<file path="src/rtl/conv_pkg.sv">
// Shared definitions for the 3x3 window builder and the downstream convolver:
// default sizes, frame-sequencing state encoding and window tap indexing.
package conv_pkg;

    localparam int DEF_DATA_W    = 8;
    localparam int DEF_MAX_WIDTH = 16;

    localparam int WIN_ROWS   = 3;
    localparam int WIN_COLS   = 3;
    localparam int WIN_TAPS   = WIN_ROWS * WIN_COLS;
    localparam int WIN_CENTER = 4;

    typedef enum logic [1:0] {
        IDLE,
        FILL,
        STREAM
    } state_t;

    // Flat tap index of window element (r,c); r=0 oldest row, c=0 oldest column.
    function automatic int win_idx(input int r, input int c);
        return WIN_COLS * r + c;
    endfunction

endpackage

</file>
<file path="src/rtl/window_builder_line_delay.sv">
// One image-row delay line: column-addressed register array, read returns the
// value stored for this column before the same-cycle write lands.
module line_delay #(
    parameter int DATA_W    = 8,
    parameter int MAX_WIDTH = 16
) (
    input  logic                         clk,
    input  logic                         we,
    input  logic [$clog2(MAX_WIDTH)-1:0] addr,
    input  logic [DATA_W-1:0]            din,
    output logic [DATA_W-1:0]            dout
);

    logic [DATA_W-1:0] mem [MAX_WIDTH];

    always_ff @(posedge clk) begin
        if (we) begin
            mem[addr] <= din;
        end
    end

    assign dout = mem[addr];

endmodule

</file>
<file path="src/rtl/window_builder.sv">
// Streaming 3x3 window generator: two line delays plus a 3-column tap shifter,
// emitting a registered window and strobe for every fully interior pixel.
module window_builder
    import conv_pkg::*;
#(
    parameter int DATA_W    = DEF_DATA_W,
    parameter int MAX_WIDTH = DEF_MAX_WIDTH
) (
    input  logic                  clk,
    input  logic                  rst_n,
    input  logic                  ena,
    input  logic                  start,
    input  logic [7:0]            img_width,
    input  logic [7:0]            img_height,
    input  logic [DATA_W-1:0]     pix_in,
    input  logic                  pix_valid,
    output logic [9*DATA_W-1:0]   win,
    output logic                  win_valid,
    output logic                  busy,
    output logic                  frame_done
);

    localparam int ADDR_W = $clog2(MAX_WIDTH);

    // Widths are held as "last column index" so the wrap test is a plain compare.
    function automatic logic [ADDR_W-1:0] clamp_w_last(input logic [7:0] w);
        if (w < 8'd3) begin
            return ADDR_W'(2);
        end else if (int'(w) > MAX_WIDTH) begin
            return ADDR_W'(MAX_WIDTH - 1);
        end else begin
            return ADDR_W'(w - 8'd1);
        end
    endfunction

    function automatic logic [7:0] clamp_h_last(input logic [7:0] h);
        if (h < 8'd3) begin
            return 8'd2;
        end else begin
            return h - 8'd1;
        end
    endfunction

    state_t              state_p0, state_cur, state_nxt;
    logic [ADDR_W-1:0]   col_p0, col_cur, col_nxt;
    logic [ADDR_W-1:0]   w_last_p0, w_last_cur;
    logic [7:0]          row_p0, row_cur, row_nxt;
    logic [7:0]          h_last_p0, h_last_cur;
    logic                start_en, accept, last_col, win_hit, frame_end;
    logic [DATA_W-1:0]   l0_rd, l1_rd;
    logic [DATA_W-1:0]   col_new [3];
    logic [9*DATA_W-1:0] taps_p0, taps_nxt, win_p1;
    logic                vld_p1, done_p1;

    // A start in this cycle overrides the frame context seen by the pixel.
    always_comb begin
        start_en   = ena & start;
        state_cur  = start_en ? FILL : state_p0;
        col_cur    = start_en ? '0 : col_p0;
        row_cur    = start_en ? '0 : row_p0;
        w_last_cur = start_en ? clamp_w_last(img_width) : w_last_p0;
        h_last_cur = start_en ? clamp_h_last(img_height) : h_last_p0;
        accept     = ena & pix_valid & (state_cur != IDLE);
        last_col   = (col_cur == w_last_cur);
        win_hit    = accept & (row_cur >= 8'd2) & (col_cur >= ADDR_W'(2));
        frame_end  = accept & (state_cur == STREAM) & last_col & (row_cur == h_last_cur);

        col_nxt   = col_cur;
        row_nxt   = row_cur;
        state_nxt = state_cur;
        if (accept) begin
            col_nxt = last_col ? '0 : col_cur + ADDR_W'(1);
            row_nxt = last_col ? row_cur + 8'd1 : row_cur;
            if (state_cur == FILL && last_col && row_cur == 8'd1) begin
                state_nxt = STREAM;
            end
            if (frame_end) begin
                state_nxt = IDLE;
            end
        end
    end

    always_ff @(posedge clk or negedge rst_n) begin
        if (!rst_n) begin
            state_p0 <= IDLE;
        end else begin
            state_p0 <= state_nxt;
        end
    end

    always_ff @(posedge clk or negedge rst_n) begin
        if (!rst_n) begin
            col_p0    <= '0;
            row_p0    <= '0;
            w_last_p0 <= ADDR_W'(2);
            h_last_p0 <= 8'd2;
        end else begin
            col_p0    <= col_nxt;
            row_p0    <= row_nxt;
            w_last_p0 <= w_last_cur;
            h_last_p0 <= h_last_cur;
        end
    end

    line_delay #(.DATA_W(DATA_W), .MAX_WIDTH(MAX_WIDTH)) u_line0 (
        .clk  (clk),
        .we   (accept),
        .addr (col_cur),
        .din  (pix_in),
        .dout (l0_rd)
    );

    line_delay #(.DATA_W(DATA_W), .MAX_WIDTH(MAX_WIDTH)) u_line1 (
        .clk  (clk),
        .we   (accept),
        .addr (col_cur),
        .din  (l0_rd),
        .dout (l1_rd)
    );

    // Stage p0: tap shifter advances on every accepted pixel.
    always_comb begin
        col_new[0] = l1_rd;
        col_new[1] = l0_rd;
        col_new[2] = pix_in;
        taps_nxt   = taps_p0;
        for (int r = 0; r < 3; r++) begin
            taps_nxt[DATA_W*win_idx(r, 0) +: DATA_W] = taps_p0[DATA_W*win_idx(r, 1) +: DATA_W];
            taps_nxt[DATA_W*win_idx(r, 1) +: DATA_W] = taps_p0[DATA_W*win_idx(r, 2) +: DATA_W];
            taps_nxt[DATA_W*win_idx(r, 2) +: DATA_W] = col_new[r];
        end
    end

    always_ff @(posedge clk) begin
        if (accept) begin
            taps_p0 <= taps_nxt;
        end
    end

    // Stage p1: published window only changes on a complete interior window.
    always_ff @(posedge clk or negedge rst_n) begin
        if (!rst_n) begin
            win_p1  <= '0;
            vld_p1  <= 1'b0;
            done_p1 <= 1'b0;
        end else begin
            vld_p1  <= win_hit;
            done_p1 <= frame_end;
            if (win_hit) begin
                win_p1 <= taps_nxt;
            end
        end
    end

    assign win        = win_p1;
    assign win_valid  = vld_p1;
    assign frame_done = done_p1;
    assign busy       = (state_p0 != IDLE);

endmodule
</file>
<file path="config.mk">
export PLATFORM = sky130hd
export DESIGN_NAME = window_builder
export DESIGN_NICKNAME = d
export VERILOG_FILES = /design/src/rtl/conv_pkg.sv /design/src/rtl/window_builder_line_delay.sv /design/src/rtl/window_builder.sv
export SDC_FILE = /design/constraint.sdc
export NUM_CORES = 1
export LEC_CHECK = 0
export ABC_AREA = 1
export CAP_MARGIN = 20
export CORE_MARGIN = 3
export CORE_UTILIZATION = 50
export CTS_CLUSTER_DIAMETER = 150
export DETAILED_ROUTE_END_ITERATION = 8
export PLACE_DENSITY = 0.69
export SYNTH_ARGS = -nofsm -noshare
export SYNTH_HDL_FRONTEND = slang
export SYNTH_SLANG_ARGS = --single-unit
</file>
<file path="constraint.sdc">
create_clock -name clk -period 4.1 [get_ports clk]
set_input_delay 0.615 -clock clk [delete_from_list [all_inputs] [get_ports clk]]
set_output_delay 0.615 -clock clk [all_outputs]
set_load 0.02 [all_outputs]
</file>
# ---- Word-level counts from Yosys, hierarchy flattened
# Memory sizes are Yosys's and may differ from the RTL's.
# Index checks and enable logic that the tools add are counted.
dict set report classes {
  order_cmp 5
  eq_ne 5
  reduce_logical 4
  bitwise 8
  addsub 4
  n_mux 17
}
# cell count
set op_table {}
lappend op_table {{$mux W8} 5}
lappend op_table {{$mux W4} 6}
lappend op_table {{$lt A8 B2 Y1 const B} 2}
lappend op_table {{$add A8 B1 Y8 const B} 1}
lappend op_table {{$and A1 B1 Y1} 8}
lappend op_table {{$eq A8 B1 Y1 const B} 1}
lappend op_table {{$eq A8 B8 Y1} 1}
lappend op_table {{$ge A8 B2 Y1 const B} 1}
lappend op_table {{$gt A8 B5 Y1 const B} 1}
lappend op_table {{$mux W2} 4}
lappend op_table {{$sub A8 B1 Y8 const B} 1}
lappend op_table {{$add A4 B1 Y4 const B} 1}
lappend op_table {{$eq A4 B4 Y1} 1}
lappend op_table {{$ge A4 B2 Y1 const B} 1}
lappend op_table {{$reduce_bool A2 Y1} 2}
lappend op_table {{$sub A4 B1 Y4 const B} 1}
lappend op_table {{$eq A2 B1 Y1 const B} 1}
lappend op_table {{$eq A2 B2 Y1 const B} 1}
lappend op_table {{$logic_and A1 B1 Y1} 2}
lappend op_table {{$mux W1} 2}
dict set report totals {
  ramBits 256
  word_cells 54
  in_bits 29
  output_inout_bits 75
  register_bits 172
  n_memories 2
}
# memory depth word_bits rd rd_ports_with_merged_regs write_ports line
set memory_table {}
lappend memory_table {u_line0.mem 16 8 1 0 1 window_builder_line_delay.sv:14} ;# logic [DATA_W-1:0] mem [MAX_WIDTH];
lappend memory_table {u_line1.mem 16 8 1 0 1 window_builder_line_delay.sv:14}

# ---- Logic depth before layout (Yosys ltp)
# Gate-level depths: netlist of run 1.
dict set report logic_depth {
  ltp_word 10
  depth_mapped 15
  depth_no_buf 15
}

# ---- By module
# A second synthesis of run 1 with hierarchy kept.
dict set report unflattened {
  hier_cells 1762
  area_unflattened_um2 17255.3
}
# module n_inst area_each_um2 seq_area_each_um2 cells_per_inst
set by_module_without_submodules {}
lappend by_module_without_submodules {line_delay 2 5432.7 3843.7 540}
lappend by_module_without_submodules {window_builder 1 6389.9 3946.3 682}

# ---- Worst setup path after synthesis of run 1
# OpenSTA, ideal clock, no wires.
dict set report synth_timing {
  path_kind {input to register}
  from {input start}
  to {memory u_line0.mem[10][0] (enable)}
  t_arrival_ns 2.979
  setup_time_ns 0.389
  required_time_ns 3.711
  n_path_buf 2
  path_slack_ns 0.732
  path_stages 9
  cell_sequence {nand2_4 -> inv_4 -> nor2_1 -> inv_2 -> a21oi_2 -> buf_2 -> buf_2 -> nand2_1 -> nor2_1}
}
dict set report synth_via {
  elab_chain_cells 6
  elab_cells_between_ends 7
  classes_between {mux (4); bitwise (2); reduce/logical (1)}
}
# element line
set synth_rtl {}
lappend synth_rtl {{from (decl)} window_builder.sv:12} ;# input logic start,
lappend synth_rtl {{$and A1 B1 Y1} window_builder.sv:57} ;# start_en = ena & start;
lappend synth_rtl {{$mux W2} window_builder.sv:58} ;# state_cur = start_en ? FILL : state_p0;
lappend synth_rtl {{$reduce_bool A2 Y1} window_builder.sv:63} ;# accept = ena & pix_valid & (state_cur != IDLE);
lappend synth_rtl {{$and A1 B1 Y1} window_builder.sv:63}
lappend synth_rtl {{net accept} window_builder.sv:49} ;# logic start_en, accept, last_col, win_hit, frame_end;
lappend synth_rtl {{$mux W1} window_builder_line_delay.sv:17} ;# if (we) begin
lappend synth_rtl {{$mux W1 (implied by the code)} window_builder_line_delay.sv:18} ;# mem[addr] <= din;
lappend synth_rtl {{to (decl)} window_builder_line_delay.sv:14}
# The timed path passes the listed nets, and every way through them passes these cells.

# ---- Worst setup path in the final report of run 1
dict set report layout_timing {
  from {input ena}
  to {memory u_line1.mem[10][7], data pin}
}
dict set report layout_via {
  elab_chain_cells 3
}
# element line
set layout_rtl {}
lappend layout_rtl {{from (decl)} window_builder.sv:11} ;# input logic ena,
lappend layout_rtl {{$and A1 B1 Y1} window_builder.sv:57}
lappend layout_rtl {{$mux W4} window_builder.sv:59} ;# col_cur = start_en ? '0 : col_p0;
lappend layout_rtl {{$mem_v2 Z16 W8} n/a}
lappend layout_rtl {{net l0_rd[7]} window_builder.sv:50} ;# logic [DATA_W-1:0] l0_rd, l1_rd;
lappend layout_rtl {{to (decl)} window_builder_line_delay.sv:14}
# The timed path passes the listed nets, and every way through them passes these cells.

==> results of run 1 <==
-- flip-flops by register name (all words and copies together) (netlist names) --
register,count
win,72
win_valid,1
col_p0,4
u_line0.mem,128
h_last_p0,8
taps_p0,48
row_p0,8
w_last_p0,4
state_p0,2
u_line1.mem,128
frame_done,1
-- cells by family (layout without fill, tap and decap cells) --
logic type	count (synthesis)	in the layout
buffers and inverters	120	298
adders and majority gates	12	12
AOI/OAI and AO/OA	223	223
xor gates and xnor gates	5	5
and+or+nand+nor	627	627
DFF	404	404
-- layer usage --
metal  routed length (um)  track usage
met1                16500        0.323
met2                18000        0.352
met3                 3060       0.0352
met4                  869       0.0643
met5                    0            0
-- worst paths after layout --
kind / start / to / cells after the start
min in group asynchronous: rst_n / h_last_p0[6] / 2
hold reg to reg: taps_p0[34] / win[26] / 2
max in group asynchronous: rst_n / win[40] / 4
setup / recovery: ena / u_line1.mem[10][7] / 11
hold / removal: taps_p0[34] / win[26] / 2
setup reg to reg: col_p0[0] / u_line1.mem[10][7] / 9
-- placed cells by master (no fill, tap or decap), types with 14 or more instances in the layout --
| cell type | synthesis | final |
|---|---|---|
| inv_1 | 47 | 46 |
| o21ai_0 | 136 | 136 |
| clkbuf_16 | 0 | 43 |
| o22ai_1 | 53 | 53 |
| nand4_1 | 20 | 20 |
| nand3_1 | 50 | 50 |
| nand2_1 | 350 | 350 |
| edfxtp_1 | 304 | 304 |
| clkdlybuf4s50_1 | 0 | 102 |
| nor2_1 | 184 | 184 |
| buf_4 | 6 | 56 |
| dfrtp_1 | 98 | 98 |
| clkbuf_1 | 26 | 14 |
-- critical path: stages --
cell and delay [ns]:
clkdlybuf4s50_1 0.52, nand2_4 0.12, nand2_2 0.12, clkinv_2 0.42
buf_12 0.35, buf_4 0.19, nor2_1 0.12, o22ai_1 0.11
o211ai_1 0.28, nand3_1 0.11, buf_4 0.22
-- power groups by stage --
stage / registers [mW] / clock network (mW) / logic, mW
floorplan: 5.27 / 0 / 0.727
global placement: 5.04 / 0 / 1.81
detailed placement: 5.04 / 0 / 1.85
CTS: 4.96 / 3.66 / 1.86
global route: 5.00 / 3.83 / 2.02
finish: 4.96 / 3.60 / 1.85
-- area by class of cell --
cell class	instances	share of cell area
Sequential cell	404	0.602
Multi-Input combinational cell	867	0.209
Timing Repair Buffer	166	0.0828
Clock buffer	60	0.0606
Tap cell	402	0.0260
Inverter	56	0.0111
Clock inverter	16	0.00771
==> flow_metrics.env, run 1 <==
export IMPL_core_area_sq_um=31700
export IMPL_syn2layout_area_growth_pct=19.2
export IMPL_yosys_top_cells_area="edfxtp_1, dfrtp_1, nand2_1"
export IMPL_diodes=0
export IMPL_post_cts_buffers=0
export IMPL_insertion_delay_ns=0.54
export IMPL_cts_buffers=42
export IMPL_syn_inst=1391
export IMPL_fin_ws_ns=1.18
export IMPL_rows=65
export IMPL_ys_warnings_count=0
export IMPL_skew_ns=0.0196
export IMPL_yosys_area_share_adder=0.00927
export IMPL_gr_usage_all_layers=0.222
export IMPL_rrSetupSlack_ns=1.53
export IMPL_grt_pass1_wl_mm=59.1
export IMPL_routedWlPerCell_um=19.5
export IMPL_dp_cells=1893
export IMPL_cp_start_kind="input port"
export IMPL_ctsRootBufferMaster="clkbuf_16"
export IMPL_nNetsFinal=1578
export IMPL_ios=104
export IMPL_tightest_slew_ns=0.928
export IMPL_power_switching_mw=2.78
export IMPL_path_max_fanout=29
export IMPL_synth_compound_area_frac=0.0789
export IMPL_power_per_cell_area_nw_per_um2=539
export IMPL_pwr_share_clk=0.346
export IMPL_arrival_ns=3.19
export IMPL_grt_pass1_vias=10500
export IMPL_antenna_found_initial=0
export IMPL_ff_latch_area_sq_um=11600
export IMPL_pre_cts_slack_ns=0.677
export IMPL_post_route_cell_area_sq_um=19300
export IMPL_postSynthAreaPerCell_sq_um=11.6
export IMPL_drc_errors=0
export IMPL_synth_most_common_cell="nand2_1"
export IMPL_final_cells=1971
export IMPL_drt_iter0_drc=1203
export IMPL_cts_buffer_depth=3
export IMPL_seq_area_frac_synth=0.718
export IMPL_tns_ns=0
export IMPL_synth_largest_area_cell="edfxtp_1"
export IMPL_dp_hpwl_mm=24.1
export IMPL_ctsResizeCount=0
export IMPL_layout_drive_gt1_share=0.0943
export IMPL_muxShareOfSynthArea=0
export IMPL_finalHoldViolCount=0
export IMPL_fin_hold_ws_ns=0.434
export IMPL_num_vias=11100
export IMPL_ir_drop_v=0.000285
export IMPL_slew_viol_final=0
export IMPL_async_flop_share=0.248
export IMPL_setup_worst_path_class="in2reg"
export IMPL_share_comb_of_total_power=0.178
export IMPL_synth_top_area_frac=0.563
export IMPL_post_dp_cell_area_sq_um=18000
export IMPL_die_x_um=186
export IMPL_maxSlewHeadroom=0.379
export IMPL_avgViaCountPerCell=5.61
export IMPL_hp_class="reg2reg"
export IMPL_fin_util=0.609
export IMPL_port_buffers=103
export IMPL_p_total_mw=10.4
export IMPL_drtPass1Iterations=5
export IMPL_syn_cell_area_sq_um=16200
export IMPL_period_needed_ns=2.92
export IMPL_max_freq_mhz=342
export IMPL_die_area_sq_um=34600
export IMPL_drv_cap=0
export IMPL_seqPwrFrac=0.476
export IMPL_fin_crit_sh=0.713
export IMPL_final_antenna_net_count=0
export IMPL_hold_buffers=0
export IMPL_gp_congestion=0.884
export IMPL_clkTransAtPathRegs_ns=0.06
export IMPL_synth_seq_cells=404
export IMPL_synth_ff_type="edfxtp_1"
export IMPL_ys_types=38
export IMPL_setup_viol=0
export IMPL_multi_input_area_sq_um=4050
export IMPL_drt_wl_total_mm=38.4
export IMPL_yosys_top_cells_count="nand2_1, edfxtp_1, nor2_1, o21ai_0, dfrtp_1"
export IMPL_cp_end_kind="flip-flop"
export IMPL_synthSimpleGateAreaFrac=0.158
export IMPL_grt_max_degree=80
export IMPL_required_ns=4.37
export IMPL_internal_power_mw=7.63
export IMPL_synth_xor_area_share=0.00270
export IMPL_htreeDepth=2
export IMPL_status="finished clean"
export IMPL_synth_nets=1432
export IMPL_initial_core_util=0.511
export IMPL_clock_sinks=404
export IMPL_rsz0062_at_grt="false"
export IMPL_swShare=0.267
export IMPL_synth_edf_count=304
export IMPL_synth_top_family_by_area="simple AND/OR/NAND/NOR gates"
export IMPL_nFillCells=2512
export IMPL_die_y_um=186
export IMPL_p_leak_nw=7.47
export IMPL_cts_tree="built"
export IMPL_grt_overflow=0
Note: power is estimated with default switching activity, not from simulation.
==> run 2: changes to the inputs <==
Settings changed: PLACE_DENSITY 0.69 to 0.72.
Clock period 4.1 ns to 2.6 ns, I/O delays scaled along.
==> run 2 against run 1 <==
Against the previous run:
- first-iteration DRC count down 3.6%
- sequential share of layout area fell by 2.3 points
- critical path depth unchanged
- sequential power grew 58%
- via count is 3.0% higher
- wire length is 1.0% higher
- die area unchanged
- count of clock-buffer cells in the layout fell by 16
- clock skew is 0.0047 ns higher
- clock power rose by 69%
- power up 64%
- critical path type unchanged
- critical endpoint is now u_line1.mem[6][4]
==> flow_metrics.env, run 2 (same netlist as run 1, synthesis figures left out) <==
export IMPL_post_cts_buffers=0
export IMPL_cts_buffer_depth=3
export IMPL_gp_congestion=0.870
export IMPL_tns_ns=0
export IMPL_htreeDepth=2
export IMPL_avgViaCountPerCell=5.63
export IMPL_skew_ns=0.0243
export IMPL_slew_viol_final=0
export IMPL_dp_hpwl_mm=24.5
export IMPL_internal_power_mw=12.6
export IMPL_p_leak_nw=7.83
export IMPL_arrival_ns=2.42
export IMPL_drt_iter0_drc=1160
export IMPL_ctsResizeCount=0
export IMPL_swShare=0.262
export IMPL_ctsRootBufferMaster="clkbuf_16"
export IMPL_ir_drop_v=0.000477
export IMPL_rows=65
export IMPL_final_cells=2024
export IMPL_cp_start_kind="input port"
export IMPL_hold_buffers=1
export IMPL_insertion_delay_ns=0.53
export IMPL_hp_class="in2async"
export IMPL_multi_input_area_sq_um=4070
export IMPL_fin_util=0.633
export IMPL_post_route_cell_area_sq_um=20100
export IMPL_cp_end_kind="flip-flop"
export IMPL_drtPass1Iterations=5
export IMPL_p_total_mw=17.1
export IMPL_post_dp_cell_area_sq_um=18600
export IMPL_fin_hold_ws_ns=0.378
export IMPL_drt_wl_total_mm=38.8
export IMPL_pwr_share_clk=0.357
export IMPL_setup_worst_path_class="in2reg"
export IMPL_cts_tree="built"
export IMPL_drc_errors=0
export IMPL_clkTransAtPathRegs_ns=0.06
export IMPL_fin_ws_ns=0.439
export IMPL_antenna_found_initial=0
export IMPL_pre_cts_slack_ns=-0.0499
export IMPL_fin_crit_sh=0.831
export IMPL_finalHoldViolCount=0
export IMPL_final_cell_mix="nand2_1, edfxtp_1, nor2_1"
export IMPL_num_vias=11400
export IMPL_syn2layout_area_growth_pct=23.9
export IMPL_period_needed_ns=2.16
export IMPL_power_per_cell_area_nw_per_um2=852
export IMPL_status="finished clean"
export IMPL_die_area_sq_um=34600
export IMPL_grt_pass1_vias=10900
export IMPL_grt_pass1_wl_mm=60.0
export IMPL_maxSlewHeadroom=0.513
export IMPL_path_max_fanout=29
export IMPL_drv_cap=0
export IMPL_port_buffers=103
export IMPL_routedWlPerCell_um=19.2
export IMPL_final_antenna_net_count=0
export IMPL_setup_viol=0
export IMPL_nNetsFinal=1631
export IMPL_ff_latch_area_sq_um=11600
export IMPL_layout_commonest_cell="nand2_1"
export IMPL_max_freq_mhz=463
export IMPL_ios=104
export IMPL_layout_drive_gt1_share=0.134
export IMPL_die_x_um=186
export IMPL_core_area_sq_um=31700
export IMPL_required_ns=2.86
export IMPL_grt_overflow=0
export IMPL_cts_buffers=40
export IMPL_die_y_um=186
export IMPL_nFillCells=2328
export IMPL_initial_core_util=0.511
export IMPL_seqPwrFrac=0.458
export IMPL_grt_max_degree=67
export IMPL_tightest_slew_ns=0.729
export IMPL_rrSetupSlack_ns=0.50
export IMPL_clock_sinks=404
export IMPL_share_comb_of_total_power=0.185
export IMPL_gr_usage_all_layers=0.224
export IMPL_dp_cells=1949
export IMPL_rsz0062_at_grt="false"
export IMPL_power_switching_mw=4.48
run 2: cell count changes in the layout (fill, tap and decap cells not counted), sizes merged:
cell and change:
bufinv +7, clkinv +2, clkbuf -16, buf +55
clkinvlp +4, diode +1
run 2: per-layer routing:
metal / vias to the layer above / GRT usage / routed length, um
li1: 5250 / - / -
met3: 74 / 0.0295 / 3030
met1: 5548 / 0.326 / 16500
met5: - / 0 / 0
met2: 517 / 0.355 / 18300
met4: 0 / 0.0700 / 944
run 2: path summary, 6_finish.rpt:
kind                        startpoint           endpoint  depth (start not counted)
min in group clk           taps_p0[12]             win[4]                          2
min                              rst_n            win[52]                          2
min reg2reg                taps_p0[12]             win[4]                          2
max in group asynchronous        rst_n            win[40]                          3
max                                ena  u_line1.mem[6][4]                         11
max reg2reg                  col_p0[0]  u_line1.mem[6][4]                          9
run 2: area by class of cell:
type                       instances  area share
antenna                            1    0.000125
inverter                          56      0.0107
clock inverter                    29      0.0193
timing repair buffer             221       0.112
tap                              402      0.0251
clock buffer                      44      0.0506
sequential                       404       0.580
multi-input combinational        867       0.203
run 2: critical path, cell delays in order:
cell	delay (ns)
clkdlybuf4s50_1	0.52
nand2_4	0.10
nand2_2	0.11
clkinv_2	0.12
buf_12	0.18
buf_4	0.22
nor2_1	0.16
o221ai_1	0.16
nand3_1	0.14
nand2_1	0.09
buf_4	0.21
run 2: power by group through the flow:
stage	logic (mW)	registers, mW	clock network, mW
floorplan	1.15	8.31	0
global placement	3.07	7.96	0
detailed placement	3.14	7.96	0
CTS	3.17	7.84	6.18
global route	3.43	7.88	6.45
finish	3.16	7.84	6.10
==> run 3: changes to the inputs <==
Settings changed: PLACE_DENSITY 0.72 to 0.69.
Clock period 2.6 ns to 2 ns, I/O delays scaled along.
==> run 3 against run 2 <==
Against the previous run:
- global-route usage increased by 1.1 points
- cell count up 4.5%
- count of clock-buffer cells in the layout increased by 9
- power grew 34%
- via count increased by 2.6%
- clock power is 32% higher
- die area stayed put
- setup slack got worse by 0.44 ns
- sequential power increased by 30%
- sequential share of layout area shrank 3.4 points
- clock skew shrank 0.0078 ns
==> flow_metrics.env, run 3 (same netlist as run 1, synthesis figures left out) <==
export IMPL_routedWlPerCell_um=19.5
export IMPL_grt_overflow=0
export IMPL_drc_errors=0
export IMPL_required_ns=2.29
export IMPL_drt_iter0_drc=1058
export IMPL_power_per_cell_area_nw_per_um2=1070
export IMPL_layout_commonest_cell="nand2_1"
export IMPL_drt_wl_total_mm=41.3
export IMPL_tns_ns=0
export IMPL_dp_hpwl_mm=26.9
export IMPL_drtPass1Iterations=7
export IMPL_r2r_cells=9
export IMPL_slew_viol_final=0
export IMPL_cts_buffers=41
export IMPL_pre_cts_slack_ns=-0.608
export IMPL_finalHoldViolCount=0
export IMPL_final_cell_mix="nand2_1, edfxtp_1, nor2_1"
export IMPL_antenna_found_initial=2
export IMPL_crit_chain="nand2_2, inv_4, buf_12, buf_4, nor2_2, o22ai_2, a22oi_2, nand2_4, clkbuf_16"
export IMPL_rows=65
export IMPL_status="finished clean"
export IMPL_cts_buffer_depth=3
export IMPL_diodes=0
export IMPL_tightest_slew_ns=0.682
export IMPL_grt_pass1_vias=11300
export IMPL_r2r_start="col_p0[0]"
export IMPL_rsz0062_at_grt="true"
export IMPL_maxSlewHeadroom=0.545
export IMPL_cp_start_kind="flip-flop"
export IMPL_cts_tree="built"
export IMPL_nNetsFinal=1723
export IMPL_ios=104
export IMPL_gr_usage_all_layers=0.235
export IMPL_grt_max_degree=68
export IMPL_htreeDepth=2
export IMPL_path_max_fanout=22
export IMPL_grt_pass1_wl_mm=62.4
export IMPL_skew_ns=0.0165
export IMPL_drv_cap=0
export IMPL_die_x_um=186
export IMPL_hp_class="in2async"
export IMPL_avgViaCountPerCell=5.52
export IMPL_clock_sinks=404
export IMPL_insertion_delay_ns=0.54
export IMPL_fin_crit_sh=0.998
export IMPL_p_leak_nw=8.48
export IMPL_layout_drive_gt1_share=0.202
export IMPL_ctsRootBufferMaster="clkbuf_16"
export IMPL_fin_ws_ns=0.00442
export IMPL_ir_drop_v=0.000728
export IMPL_r2r_end="u_line1.mem[1][2]"
export IMPL_initial_core_util=0.511
export IMPL_max_freq_mhz=501
export IMPL_setup_viol=0
export IMPL_slowest_stage="dfrtp_1"
export IMPL_port_buffers=103
export IMPL_cp_end_kind="flip-flop"
export IMPL_syn2layout_area_growth_pct=31.5
export IMPL_die_y_um=186
export IMPL_core_area_sq_um=31700
export IMPL_clkTransAtPathRegs_ns=0.06
export IMPL_rrSetupSlack_ns=0.004
export IMPL_die_area_sq_um=34600
export IMPL_arrival_ns=2.28
export IMPL_setup_worst_path_class="reg2reg"
export IMPL_final_antenna_net_count=0
export IMPL_slowest_delay_ns=0.39
export IMPL_period_needed_ns=2.00
export IMPL_gp_congestion=0.894
export IMPL_num_vias=11700
==> run 3: worst max-delay path, delay by kind of cell, from the launching register on <==
family                 cells  cell delay (ns)
and+or+nand+nor            3             0.36
buffers and inverters      4             0.55
DFF                        1             0.39
AOI/OAI and AO/OA          2             0.43
==> run 3: worst max path at each step <==
stage | start | to | slack, ns | depth (start not counted)
finish | col_p0[0] | u_line1.mem[1][2] | 0.004 | 9
global route | col_p0[0] | u_line1.mem[11][2] | -0.02 | 9
CTS | col_p0[0] | u_line1.mem[1][4] | 0.0002 | 8
detailed placement | ena | u_line1.mem[9][2] | -0.61 | 11
global placement | ena | u_line1.mem[8][2] | -0.61 | 11
floorplan | start | u_line0.mem[15][0] | -0.15 | 8
==> run 3: metrics by stage <==
step                      power, mW  area (sq um)  std cells  hold WS, ns   util
final                          22.9         21300       2116        0.261  0.672
after global placement         14.6         19600       2023        0.297  0.616
after CTS                      22.7         21000       2099        0.283  0.663
after global routing           23.7         21300       2116        0.288  0.672
after detailed placement       14.7         19600       2023        0.298  0.616
after floorplan                12.3         16400       1391      0.00441      -
==> run 3: area by class of cell <==
class	count	area (sq um)
tap	402	503
inverter	56	224
timing repair buffer	312	3250
clock buffer	53	1140
sequential	404	11600
multi-input combinational	867	4260
fill	2189	10400
clock inverter	22	304
==> run 3: routing by layer <==
metal | vias up | part of all wire | global-route usage
met4 | 0 | 0.025 | 0.0643
met3 | 78 | 0.094 | 0.0526
met2 | 527 | 0.46 | 0.367
met5 | - | 0 | 0
met1 | 5646 | 0.42 | 0.337
li1 | 5434 | - | -
==> run 3: report_power, final <==
group | total [mW] | leakage, nW | internal [mW] | switching, mW
clock | 8.03 | 0.707 | 4.85 | 3.18
sequential | 10.2 | 4.05 | 9.87 | 0.324
combinational | 4.63 | 3.72 | 2.04 | 2.60
total | 22.9 | 8.48 | 16.8 | 6.10
==> run 3: what timing repair did <==
item	in CTS	in global routing
gates cloned	0	3
pin swaps	1	14
endpoints found under the setup margin	35	206
hold buffers	1	0
resized for setup	3	40
setup buffers	0	14
endpoints found under the hold margin	32	0
